[config.mk]
export PLATFORM = sky130hd
export DESIGN_NAME = hazard_unit
export DESIGN_NICKNAME = d
export VERILOG_FILES = /design/src/rtl/hazard_pkg.sv /design/src/rtl/hazard_scoreboard.sv /design/src/rtl/hazard_unit.sv
export SDC_FILE = /design/constraint.sdc
export NUM_CORES = 1
export LEC_CHECK = 0
export ABC_CLOCK_PERIOD_IN_PS = 3400
export BUFFER_PORTS_ARGS = -buffer_cell sky130_fd_sc_hd__buf_2
export CAP_MARGIN = 5
export CORE_ASPECT_RATIO = 2
export CORE_MARGIN = 4
export CORE_UTILIZATION = 50
export DETAILED_ROUTE_END_ITERATION = 12
export PLACE_DENSITY_LB_ADDON = 0.25
export SKIP_LAST_GASP = 1
export SLEW_MARGIN = 20
export SYNTH_ARGS = -nofsm -noshare
export SYNTH_HDL_FRONTEND = slang
export SYNTH_SLANG_ARGS = --single-unit
[constraint.sdc]
create_clock -name clk_i -period 3.4 [get_ports clk_i]
set_input_delay 0.51 -clock clk_i [delete_from_list [all_inputs] [get_ports clk_i]]
set_output_delay 0.51 -clock clk_i [all_outputs]
set_load 0.005 [all_outputs]
[src/rtl/hazard_pkg.sv]
// Shared types and defaults for the pipeline hazard controller.
package hazard_pkg;

    localparam int unsigned HAZ_DEPTH_DEF = 3;
    localparam int unsigned NUM_REGS      = 32;

    typedef logic [4:0] reg_addr_t;
    // Busy counter wide enough for the default depth.
    typedef logic [$clog2(HAZ_DEPTH_DEF + 1) - 1:0] sb_cnt_t;

endpackage

[src/rtl/hazard_scoreboard.sv]
// Per-register in-flight write tracker: a countdown per register, plus the two
// source-operand hazard lookups for the instruction in ID.
module hazard_scoreboard
    import hazard_pkg::*;
#(
    parameter int unsigned HAZ_DEPTH = HAZ_DEPTH_DEF
) (
    input  logic       clk_i,
    input  logic       rst_ni,
    input  logic [4:0] rs1_addr_i,
    input  logic [4:0] rs2_addr_i,
    input  logic       rs1_used_i,
    input  logic       rs2_used_i,
    input  logic       set_en_i,
    input  logic [4:0] set_addr_i,
    output logic       haz_o
);

    localparam int unsigned CntW = (HAZ_DEPTH < 1) ? 1 : $clog2(HAZ_DEPTH + 1);
    localparam logic [CntW-1:0] LoadVal = CntW'(HAZ_DEPTH);

    logic [CntW-1:0] busy_q [NUM_REGS];
    logic [CntW-1:0] busy_d [NUM_REGS];
    logic            rs1_hit;
    logic            rs2_hit;

    // A new issue to the same register wins over its own decrement.
    always_comb begin
        for (int i = 0; i < NUM_REGS; i++) begin
            busy_d[i] = (busy_q[i] != '0) ? busy_q[i] - CntW'(1) : '0;
            if (set_en_i && (set_addr_i == reg_addr_t'(i))) begin
                busy_d[i] = LoadVal;
            end
        end
        busy_d[0] = '0;
    end

    always_ff @(posedge clk_i) begin
        if (!rst_ni) begin
            for (int i = 0; i < NUM_REGS; i++) begin
                busy_q[i] <= '0;
            end
        end else begin
            for (int i = 0; i < NUM_REGS; i++) begin
                busy_q[i] <= busy_d[i];
            end
        end
    end

    assign rs1_hit = rs1_used_i && (rs1_addr_i != '0) && (busy_q[rs1_addr_i] != '0);
    assign rs2_hit = rs2_used_i && (rs2_addr_i != '0) && (busy_q[rs2_addr_i] != '0);
    assign haz_o   = rs1_hit || rs2_hit;

endmodule

[src/rtl/hazard_unit.sv]
// Stall/flush controller for the five-stage non-forwarding pipeline: drives
// PC hold, IF/ID hold/clear and the ID/EX bubble, and counts stalls/flushes.
module hazard_unit
    import hazard_pkg::*;
#(
    parameter int unsigned HAZ_DEPTH = HAZ_DEPTH_DEF,
    parameter int unsigned CNT_W     = 32
) (
    input  logic             clk_i,
    input  logic             rst_ni,
    input  logic [4:0]       rs1_addr_ID,
    input  logic [4:0]       rs2_addr_ID,
    input  logic             rs1_used_ID,
    input  logic             rs2_used_ID,
    input  logic [4:0]       rd_addr_ID,
    input  logic             rd_wren_ID,
    input  logic             br_taken_EX,
    output logic             pc_enable_no,
    output logic             fd_enable_no,
    output logic             fd_clear_o,
    output logic             de_clear_o,
    output logic [CNT_W-1:0] stall_cnt_o,
    output logic [CNT_W-1:0] flush_cnt_o
);

    logic             haz;
    logic             flush;
    logic             stall;
    logic             issue;
    logic             set_en;
    logic [CNT_W-1:0] stall_cnt_q;
    logic [CNT_W-1:0] flush_cnt_q;

    hazard_scoreboard #(
        .HAZ_DEPTH (HAZ_DEPTH)
    ) u_sb (
        .clk_i      (clk_i),
        .rst_ni     (rst_ni),
        .rs1_addr_i (rs1_addr_ID),
        .rs2_addr_i (rs2_addr_ID),
        .rs1_used_i (rs1_used_ID),
        .rs2_used_i (rs2_used_ID),
        .set_en_i   (set_en),
        .set_addr_i (rd_addr_ID),
        .haz_o      (haz)
    );

    // A redirect squashes the ID instruction, so it must not wait or claim rd.
    assign flush  = br_taken_EX;
    assign stall  = haz && !flush;
    assign issue  = !stall && !flush;
    assign set_en = issue && rd_wren_ID && (rd_addr_ID != '0);

    always_comb begin
        pc_enable_no = 1'b0;
        fd_enable_no = 1'b0;
        fd_clear_o   = 1'b0;
        de_clear_o   = 1'b0;
        if (!rst_ni || flush) begin
            fd_clear_o = 1'b1;
            de_clear_o = 1'b1;
        end else if (stall) begin
            pc_enable_no = 1'b1;
            fd_enable_no = 1'b1;
            de_clear_o   = 1'b1;
        end
    end

    always_ff @(posedge clk_i) begin
        if (!rst_ni) begin
            stall_cnt_q <= '0;
            flush_cnt_q <= '0;
        end else begin
            if (stall && (stall_cnt_q != '1)) begin
                stall_cnt_q <= stall_cnt_q + CNT_W'(1);
            end
            if (flush && (flush_cnt_q != '1)) begin
                flush_cnt_q <= flush_cnt_q + CNT_W'(1);
            end
        end
    end

    assign stall_cnt_o = stall_cnt_q;
    assign flush_cnt_o = flush_cnt_q;

endmodule

==> key figures <==
Critical path
  • Worst Setup EP: fd_enable_no
  • Worst-path maximum fanout: 7
  • Crit path DAT: 2280 ps
  • Crit end category: output pin
  • CP required: roughly 2900 ps
  • Crit Reg-Reg Endpoint: stall_cnt_o[14]
  • Setup crit start: u_sb.busy_q[30][1]
  • Crit Path Category: register to output pin
  • Cells on worst reg2reg path: 8
  • Register-to-register setup slack: 680 ps
  • FF-to-FF Start: u_sb.busy_q[30][1]
  • Worst setup SP type: register

Timing
  • Setup TNS: 0 ps
  • Worst Clk Skew: 7.44 ps
  • Setup violations, final: 0
  • Final Cycle Share: 82.2%
  • Slew Viols, Final: 0
  • Fin crit period: 2790 ps
  • Post-route setup slack: between 600 and 700 ps
  • Slew margin rel.: 43.9%
  • Max frequency: roughly 360 MHz
  • Final Hold Fails: 0
  • RSZ-0062 raised after global routing: false
  • Worst-Margin Slew: between 800 and 900 ps

CTS
  • Worst-Skew Late Latency: 410 ps
  • Clk buf depth: 2
  • CTS tree: built
  • Setup repair bufs after CTS: 0
  • CTS Buf Count: 17
  • Root Buffer: clkbuf_16
  • Sink Count: about 130
  • CTS Hold Buffers Added: 0
  • H-tree levels: 4
  • Clock Pin Slew Worst Setup and Hold Paths: 60 ps
  • Post-cts sizing count: 0

Global route
  • Overflow after GRT: 0
  • All-layer global routing usage: a little under a quarter
  • First-pass GRT wire length: 26,200 um
  • Vias in the first global route: 5,450
  • Largest net degree at the start of global routing: 57
  • Initial antenna violation count: 0

Pwr
  • Worst IR Drop VDD: 412 uV
  • Power Density: between 500 and 600 nW/um^2
  • Leakage Power: 0.00258 uW

Die
  • Core Area: 11,400 sq um
  • Die X: 84.6 um
  • Starting Density: roughly half
  • Die area: 13,600 sq um
  • Die H: 161 um
  • I/O pin count: 89
  • Row count: 55

Yosys
  • Top_reg_cell synth: dfxtp_1
  • Synthesis Warnings: 0
  • Largest family of logic cells by synthesized area: simple AND/OR/NAND/NOR gates
  • Avg Cell Area, Syn: 8.55 sq um
  • Syn Nets: 709
  • Adder-cell share of the synthesized area: 0.427%
  • Synthesized cell area: 5870 sq um
  • Post-Synthesis Cells: 686
  • Ys async rst share: 0%
  • Yosys top cell by area: dfxtp_1
  • Synth Area in XOR/XNOR: 3.58%
  • Count of different cell masters after synthesis: 50
  • Synth top area share: 43.0%
  • Post-synth EDFFs: 0
  • Synth Area in Compound Gates: 14.7%
  • Proportion of synthesized chip area in sequential cells: 43.0%
  • Mux cell area share after synthesis: 6.89%
  • Yosys reg bits: between 100 and 150
  • Ranking of synthesized cells by area: dfxtp_1, nand3_1, nand2_1
  • Synth Area in Simple Gates: between 20% and 30%

Layout
  • Final nets: just under 800
  • Sequential Area: roughly 2500 sq um
  • Commonest non-fill, non-tap cell in the layout: dfxtp_1
  • Number of diodes: 0
  • Finished Core Util: 61.1%
  • Fillers: around 1,000
  • Share of cells above drive strength 1: 18.5%
  • Synth-to-layout area growth: 18.9%
  • Most frequent cells in the layout: dfxtp_1, buf_2, nand2_1
  • Multi-input logic area: around 3100 sq um

Placed design
  • Post-place setup slack: 379 ps
  • Dpl hpwl: 11,600 um
  • # port buffers: 88
  • Routability cong.: 0.982

Drt
  • DRT iter0 DRCs: 302
  • Wirelength per Cell: 17.2 um
  • Detail Route Antenna Nets: 0
  • Vias post-DR: 5,563
  • Drt pass-1 iters: 5
  • # DRC: 0
  • WL final: about 16,000 um
  • Via/cell ratio: 6.05

Flow run
  • Number of max-cap violations: 0

Hold path
  • Worst min path class: input port to register

Outcome
  • Status: complete, no violations
-- stage by stage --
step	power, uW	area [sq um]	hold WS [ps]	cells
finish	3510	6970	446	919
detailed placement	1680	6360	446	887
global route	3630	6970	436	919
floorplan	1630	5870	420	686
global placement	1680	6360	429	887
CTS	3550	6970	419	919
-- cell type report --
type | instances | share of cell area, %
clock buffer | 17 | 6.10
clock inverter | 15 | 2.66
inverter | 12 | 0.646
timing repair buffer | 95 | 7.07
tap | 142 | 2.55
multi-input combinational | 512 | 44.8
sequential | 126 | 36.2
-- synthesized netlist by cell type (all sizes together) (4+ instances only) --
cell type  instances
buf               12
o31ai             11
nand4b             4
nand4             20
nor4               4
xor2              18
nor2b              4
a21oi             29
clkbuf            24
mux4              13
o211ai             5
or4               13
o21ai             48
nor3              14
and3              13
o22ai             31
dfxtp            126
and4               9
xnor2              6
nand2b             7
mux2i             10
nand2             77
nor2              61
inv               12
and2               7
nand3             64
or3               15
-- registers in the layout, summed over array words and instances (netlist names) --
signal / count
u_sb.busy_q: 62
stall_cnt_o: 32
flush_cnt_o: 32
-- logic make-up after synthesis --
family,count (synthesis)
xor+xnor,24
mux,23
fa+ha+maj,2
buf+inv,48
simple gates,319
flops,126
compound gates,144
-- power breakdown --
group / leakage (uW) / total [uW] / internal [uW] / switching, uW
sequential: 0.00102 / 1490 / 1480 / 8.16
clock: 0.000295 / 1860 / 1160 / 695
combinational: 0.00127 / 161 / 49.0 / 112
-- worst max-delay path: stages (launching register included) --
cell and delay, ps:
dfxtp_1 360, nor2_1 110, mux4_2 470, a41oi_1 210, o311ai_0 190, o22a_2 280
nor2_1 130, buf_2 130
-- per-layer routing --
layer	share of wire, %	wire length (um)	up-vias	track usage, %
met5	0	0	-	0
met4	4.9	768	0	12.8
met3	5.2	815	47	5.67
met2	54	8530	179	43.7
met1	36	5690	2639	23.8
li1	-	-	2698	-
-- how the worst min path moves through the flow --
stage | depth (start not counted) | endpoint | start | slack (ps)
after floorplan | 1 | u_sb.busy_q[2][0] | u_sb.busy_q[2][0] | 420
after global placement | 1 | u_sb.busy_q[2][0] | u_sb.busy_q[2][0] | 430
after detailed placement | 1 | u_sb.busy_q[1][0] | u_sb.busy_q[1][0] | 450
after CTS | 3 | flush_cnt_o[1] | br_taken_EX | 420
after global routing | 3 | flush_cnt_o[1] | br_taken_EX | 440
final | 3 | flush_cnt_o[1] | br_taken_EX | 450
Note: power is estimated with default switching activity, not from simulation.
